`src/rtl/asap_mac_seq.sv`:
```
// asap_mac_seq: LOAD/EXEC/ACC scheduled datapath that reduces DEPTH operand pairs to one result.
// Rev 1.0 - go/done/CS control contract with an in_valid/in_ready operand handshake.
`default_nettype none

module asap_mac_seq #(
  parameter int WIDTH     = 32,
  parameter int DEPTH     = 4,
  parameter int ACC_WIDTH = 2*WIDTH + $clog2(DEPTH+1)
) (
  input  logic                 clk,
  input  logic                 rst,
  input  logic                 go,
  input  logic [1:0]           mode,
  input  logic [WIDTH-1:0]     in0,
  input  logic [WIDTH-1:0]     in1,
  input  logic                 in_valid,
  output logic                 in_ready,
  output logic [ACC_WIDTH-1:0] out,
  output logic [2:0]           CS,
  output logic                 done
);

  localparam int CNT_W = (DEPTH > 1) ? $clog2(DEPTH) : 1;
  localparam logic [CNT_W-1:0] LAST = CNT_W'(DEPTH-1);

  typedef enum logic [2:0] {
    IDLE = 3'd0,
    LOAD = 3'd1,
    EXEC = 3'd2,
    ACC  = 3'd3,
    DONE = 3'd4
  } state_t;

  state_t                 state;
  logic [1:0]             mode_q;
  logic [CNT_W-1:0]       cnt;
  logic [WIDTH-1:0]       r1;
  logic [WIDTH-1:0]       r2;
  logic [2*WIDTH-1:0]     r3;
  logic [ACC_WIDTH-1:0]   acc;

  logic [2*WIDTH-1:0]     term;
  logic [ACC_WIDTH-1:0]   r3_ext;
  logic [ACC_WIDTH-1:0]   acc_next;

  // Every term is at most 2*WIDTH bits wide, so zero-extension is lossless.
  always_comb begin
    term = '0;
    case (mode_q)
      2'd1:    term = (r1 >= r2) ? {{WIDTH{1'b0}}, r1 - r2} : {{WIDTH{1'b0}}, r2 - r1};
      2'd3:    term = {{(WIDTH-1){1'b0}}, {1'b0, r1} + {1'b0, r2}};
      default: term = {{WIDTH{1'b0}}, r1} * {{WIDTH{1'b0}}, r2};
    endcase
  end

  always_comb begin
    r3_ext   = ACC_WIDTH'(r3);
    acc_next = acc + r3_ext;
    if (mode_q == 2'd2) begin
      acc_next = (r3_ext > acc) ? r3_ext : acc;
    end
  end

  assign in_ready = (state == LOAD);
  assign CS       = state;

  always_ff @(posedge clk or negedge rst) begin
    if (!rst) begin
      state  <= IDLE;
      mode_q <= 2'd0;
      cnt    <= '0;
      r1     <= '0;
      r2     <= '0;
      r3     <= '0;
      acc    <= '0;
      out    <= '0;
      done   <= 1'b0;
    end else begin
      done <= 1'b0;
      case (state)
        IDLE: begin
          if (go) begin
            acc    <= '0;
            cnt    <= '0;
            mode_q <= mode;
            state  <= LOAD;
          end
        end
        LOAD: begin
          if (in_valid) begin
            r1    <= in0;
            r2    <= in1;
            state <= EXEC;
          end
        end
        EXEC: begin
          r3    <= term;
          state <= ACC;
        end
        ACC: begin
          acc <= acc_next;
          if (cnt == LAST) begin
            out   <= acc_next;
            done  <= 1'b1;
            state <= DONE;
          end else begin
            cnt   <= cnt + 1'b1;
            state <= LOAD;
          end
        end
        DONE: begin
          state <= IDLE;
        end
        default: begin
          state <= IDLE;
        end
      endcase
    end
  end

endmodule

`default_nettype wire

```
`config.mk`:
```
export PLATFORM = sky130hd
export DESIGN_NAME = asap_mac_seq
export DESIGN_NICKNAME = d
export VERILOG_FILES = /design/src/rtl/asap_mac_seq.sv
export SDC_FILE = /design/constraint.sdc
export NUM_CORES = 2
export LEC_CHECK = 0
export ABC_AREA = 1
export BUFFER_PORTS_ARGS = -buffer_cell sky130_fd_sc_hd__buf_2
export CAP_MARGIN = 40
export CELL_PAD_IN_SITES_DETAIL_PLACEMENT = 1
export CELL_PAD_IN_SITES_GLOBAL_PLACEMENT = 1
export CORE_MARGIN = 10
export CORE_UTILIZATION = 40
export CTS_BUF_LIST = sky130_fd_sc_hd__clkbuf_4
export DETAILED_ROUTE_END_ITERATION = 10
export HOLD_SLACK_MARGIN = 0.1
export PLACE_DENSITY_LB_ADDON = 0.05
export REMOVE_ABC_BUFFERS = 1
export SETUP_SLACK_MARGIN = 0.15
export SYNTH_ARGS = -nofsm -noshare
export SYNTH_HDL_FRONTEND = slang
export SYNTH_SLANG_ARGS = --single-unit
```
`constraint.sdc`:
```
create_clock -name clk -period 11.8 [get_ports clk]
set_clock_uncertainty 0.15 [all_clocks]
set_input_delay 1.77 -clock clk [delete_from_list [all_inputs] [get_ports clk]]
set_output_delay 1.77 -clock clk [all_outputs]
set_load 0.03 [all_outputs]
```
* Word-level counts from Yosys, hierarchy flattened
Cells that the tools add are included.
Word-level totals: register bits after elaboration 270, input port bits 70, output and inout bits 72, logic and storage cells 50
Cells by class: $add $sub $neg 5, multipliers 1, magnitude comparators 2, equal/unequal tests 10, multiplexer cells 15, reduce and logical (&&, ||, !) cells 8
Operator list (count):
- $mux W67 | 3
- $pmux W67 S2 | 1
- $pmux W64 S2 | 1
- $add A67 B64 Y67 | 1
- $gt A64 B67 Y1 | 1
- $mul A32 B32 Y64 | 1
- $sub A32 B32 Y32 | 2
- $add A32 B32 Y33 | 1
- $ge A32 B32 Y1 | 1
- $mux W32 | 1
- $pmux W3 S4 | 1
- $reduce_and A2 Y1 | 5
- $mux W3 | 3
- $eq A2 B2 Y1 const B | 3
- $eq A3 B2 Y1 const B | 2
- $ne A2 B2 Y1 const B | 3
- $mux W2 | 2
- $pmux W2 S2 | 1
- $eq A3 B1 Y1 const B | 1
- $logic_not A3 Y1 | 1
- $reduce_and A3 Y1 | 1
- $add A2 B1 Y2 const B | 1
- $eq A2 B1 Y1 const B | 1
- $mux W1 | 2
- $reduce_bool A2 Y1 | 1

* Longest topological paths before layout
depth in word-level cells 4, mapped depth 32, gate-level depth less buffers 30

* Worst setup path after synthesis
Ideal clock, no wire load.
path type register to register, from register r1[11], to register r3[62], library setup time 0.118 ns, arrival 6.371 ns, data required time 11.532 ns, path slack 5.161 ns, stages on the path, launching flop included 30, path buffers 2, clock period less this slack 6.639 ns, cells stage by stage dfrtp_1 -> clkbuf_1 -> clkbuf_1 -> nand2_1 -> inv_1 -> fa_1 -> fa_1 -> fa_1 -> inv_1 -> fa_1 -> inv_1 -> fa_1 -> inv_1 -> fa_1 -> inv_1 -> fa_1 -> fa_1 -> ha_1 -> nand2_1 -> nor2_1 -> inv_1 -> nor2_1 -> nand2_1 -> or2_2 -> nand2_1 -> nand3_1 -> nand2_1 -> nand2_1 -> nand3_1 -> nand2_1
On the way: word-level cells in the longest chain between the ends 2
RTL lines:
- start: declaration | RTL line 37 | logic [WIDTH-1:0] r1;
- start signal: assignment | RTL line 91 | r1 <= in0;
- $mul A32 B32 Y64 | RTL line 52 | default: term = {{WIDTH{1'b0}}, r1} * {{WIDTH{1'b0}}, r2};
- $pmux W64 S2 | RTL line 49 | case (mode_q)
- end signal: assignment | RTL line 97 | r3 <= term;
- end: declaration | RTL line 39 | logic [2*WIDTH-1:0] r3;
Every way passes these cells. A chain may end at the register's enable or synchronous reset.

* Worst setup path after layout
from register r1[14], to register r3[29]
On the way: word-level cells in the longest chain between the ends 3, elaborated cells between the ends (all ways) 7, those cells by class add/sub: 3; mul: 1; order compare: 1; mux: 2
RTL lines (RTL line):
- parallel branches: the longest is 2 deep, another holds $mul A32 B32 Y64
- $pmux W64 S2 * | 49
Mark *: on every way between the ends.

==> results.toml <==
[timing]
worstMarginPinSlew_ps = 988
final-hold-violation-count = 0
slew_viol_final = 0
min_period_over_period = 0.731
slew_headroom = 0.340
max_freq_mhz = 116
fin_crit_ps = 8630
rsz0062_at_grt = "false"
fin_setup_tns_ps = 0
setup_viol = 0

[critical_path]
worst_ep_required_time_ps = 12580
r2r.worst_path.cells = 26
r2r-start = "r1[14]"
end_kind = "flop"
arrival_ps = 9410
reg2reg_slack_ps = 3170
worstSetupPathType = "flop to flop"
cp-start-kind = "flop"
r2r_end = "r3[29]"
crit_fanout = 28

[synthesis]
async_flop_share = 1.00
ys.flop_type = "dfrtp_1"
synth_top_area_share = 0.292
synth_simple_gate_area_share = 0.269
synth_compound_area_frac = 0.0632
synth_xor_area_frac = 0.00796
synth_area_per_cell_um2 = 6.91
synthCells = 8920
synth.area.mux_share = 0.000365
synth_top_cell_by_area = "fa_1"
synth_edf_count = 0
ys_seq_area_frac = 0.110
netlist_top_cells_area = "fa_1, nand2_1, inv_1, dfrtp_1, ha_1"
yosys_warnings = 0
synth_adder_area_share = 0.391
yosysMostFrequentCell = "nand2_1"
synth_area_um2 = 61600
synth_top_family_by_area = "adder cells"
yosys-top-cells-count = "nand2_1, inv_1, fa_1"
synth-seq-cells = 270
ys_types = 53

[place]
dp.cells = 10900
routabilityCongestion = 0.988
port_buffers = 141
dp_hpwl_um = 216000

[run]
drv_cap = 0

[hold_path]
hp-class = "flop to flop"
min_path_cells = 2
min_from = "out[25]"
min_to = "out[25]"

[detailed_routing]
routed_wl_um = 266000
wl_per_cell_um = 24.2
route.detailed.drc = 0
firstDrtPassIters = 5
first_iter_violations = 3978
viasPerCell = 5.26
vias = 58000
drtAntennaViolNets = 0

[grt]
grt.total_usage = 0.314
first_global_vias = 62700
grt_overflow = 0
grt_pass1_wl_um = 402000
grt_max_degree = 73
antenna_found_initial = 4

[layout]
finalNetCount = 10400
final_cells = 11000
synthToLayoutAreaGrowth_pct = 6.16
layout-drive-gt1-share = 0.0616

[clock_tree]
path_clk_slew_ps = 60
cts_max_level = 3
clk_latency_ps = 1070
hold_buffers = 0
clock-sinks = 270
root_buffer = "clkbuf_4"
cts_setup_buffers = 0
tritoncts = "built"
cts-resized-gates = 0
clockBufferDepth = 3
cts_buffers = 92

[floorplanning]
num_io_pins = 142
core_area_um2 = 153000
dieArea_um2 = 170000
die_h_um = 413
num_rows = 143
die_w_um = 413
initial_utilization = 0.404

[outcome]
status = "finished clean"
layer usage:
layer,global-route usage,share of wire
met5,0,0.00014
met4,0.130,0.047
met3,0.0313,0.053
met2,0.511,0.45
met1,0.426,0.44
per-stage QoR:
stage / hold WS [ps] / utilization / instance area (um2) / worst slack [ps]
after floorplan: 337 / - / 60100 / 4910
after global placement: 307 / 0.419 / 64000 / 3460
after detailed placement: 310 / 0.421 / 64300 / 3370
after CTS: 327 / 0.429 / 65400 / 3340
after global routing: 349 / 0.429 / 65400 / 2900
final: 322 / 0.429 / 65400 / 3170
kinds of logic (layout without fill, tap and decap cells):
| group | count (synthesis) | in the layout |
|---|---|---|
| AOI/OAI and AO/OA | 730 | 730 |
| xor gates and xnor gates | 56 | 56 |
| adders and majority gates | 1388 | 1388 |
| buffers and inverters | 2512 | 2584 |
| DFF | 270 | 270 |
| muxes | 2 | 2 |
| other | 0 | 4 |
| and+or+nand+nor | 3962 | 3962 |
critical path, stage by stage, from the launching register on:
cell and delay, ps:
dfrtp_1 550, buf_4 500, ha_1 610, fa_1 520, fa_1 520, inv_1 50
fa_1 460, fa_1 510, inv_1 50, fa_1 590, fa_1 440, fa_1 510
fa_1 420, ha_1 520, nand2_1 170, nor2_1 360, nand2_1 210, inv_1 200
nand3_1 230, nand2_1 350, nand2_1 80, nand3_1 80, nand2_1 60, inv_1 80
nand3_1 130, nand2_1 90, inv_1 40
flip-flops by register name (all words and copies together) (netlist names):
register	count
acc	67
out	67
r3	64
r1	32
r2	32
CS	3
cnt	2
mode_q	2
done	1
how the worst max path moves through the flow:
stage,from,end,cells after the start,slack (ps)
2_1_floorplan,r2[12],r3[62],27,4910
3_3_place_gp,r1[14],r3[29],26,3460
3_5_place_dp,r1[14],r3[29],26,3370
4_1_cts,r1[14],r3[29],26,3340
5_1_grt,r1[14],r3[29],26,2900
6_report,r1[14],r3[29],26,3170
layout make-up:
cell class / instances / area (um2)
Multi-Input combinational cell: 6138 / 45200
Clock buffer: 125 / 938
Fill cell: 20000 / 87200
Clock inverter: 37 / 184
Antenna cell: 4 / 10.0
Sequential cell: 270 / 6760
Tap cell: 2030 / 2540
Timing Repair Buffer: 237 / 1630
Inverter: 2185 / 8210
cell usage in the layout (no fill, tap or decap), types with 7 or more instances in the layout:
master,instances
nand3_2,123
a21oi_1,393
fa_1,899
or2_2,26
o21bai_1,29
ha_1,489
o21a_1,9
nand2_1,2686
nor2_1,547
clkbuf_4,125
buf_16,7
buf_2,140
clkinv_1,28
a21o_1,10
a2bb2oi_1,9
inv_1,2179
nand3b_1,20
a21boi_0,8
nor4_1,7
nor3_1,45
a31oi_1,10
nand3_1,441
buf_4,84
dfrtp_1,266
o21ai_1,7
xor2_1,51
o21ai_0,237
nand4_1,45
Power is not shown: default switching activity piles up to over one toggle a cycle in this logic, so the estimate is an artifact.
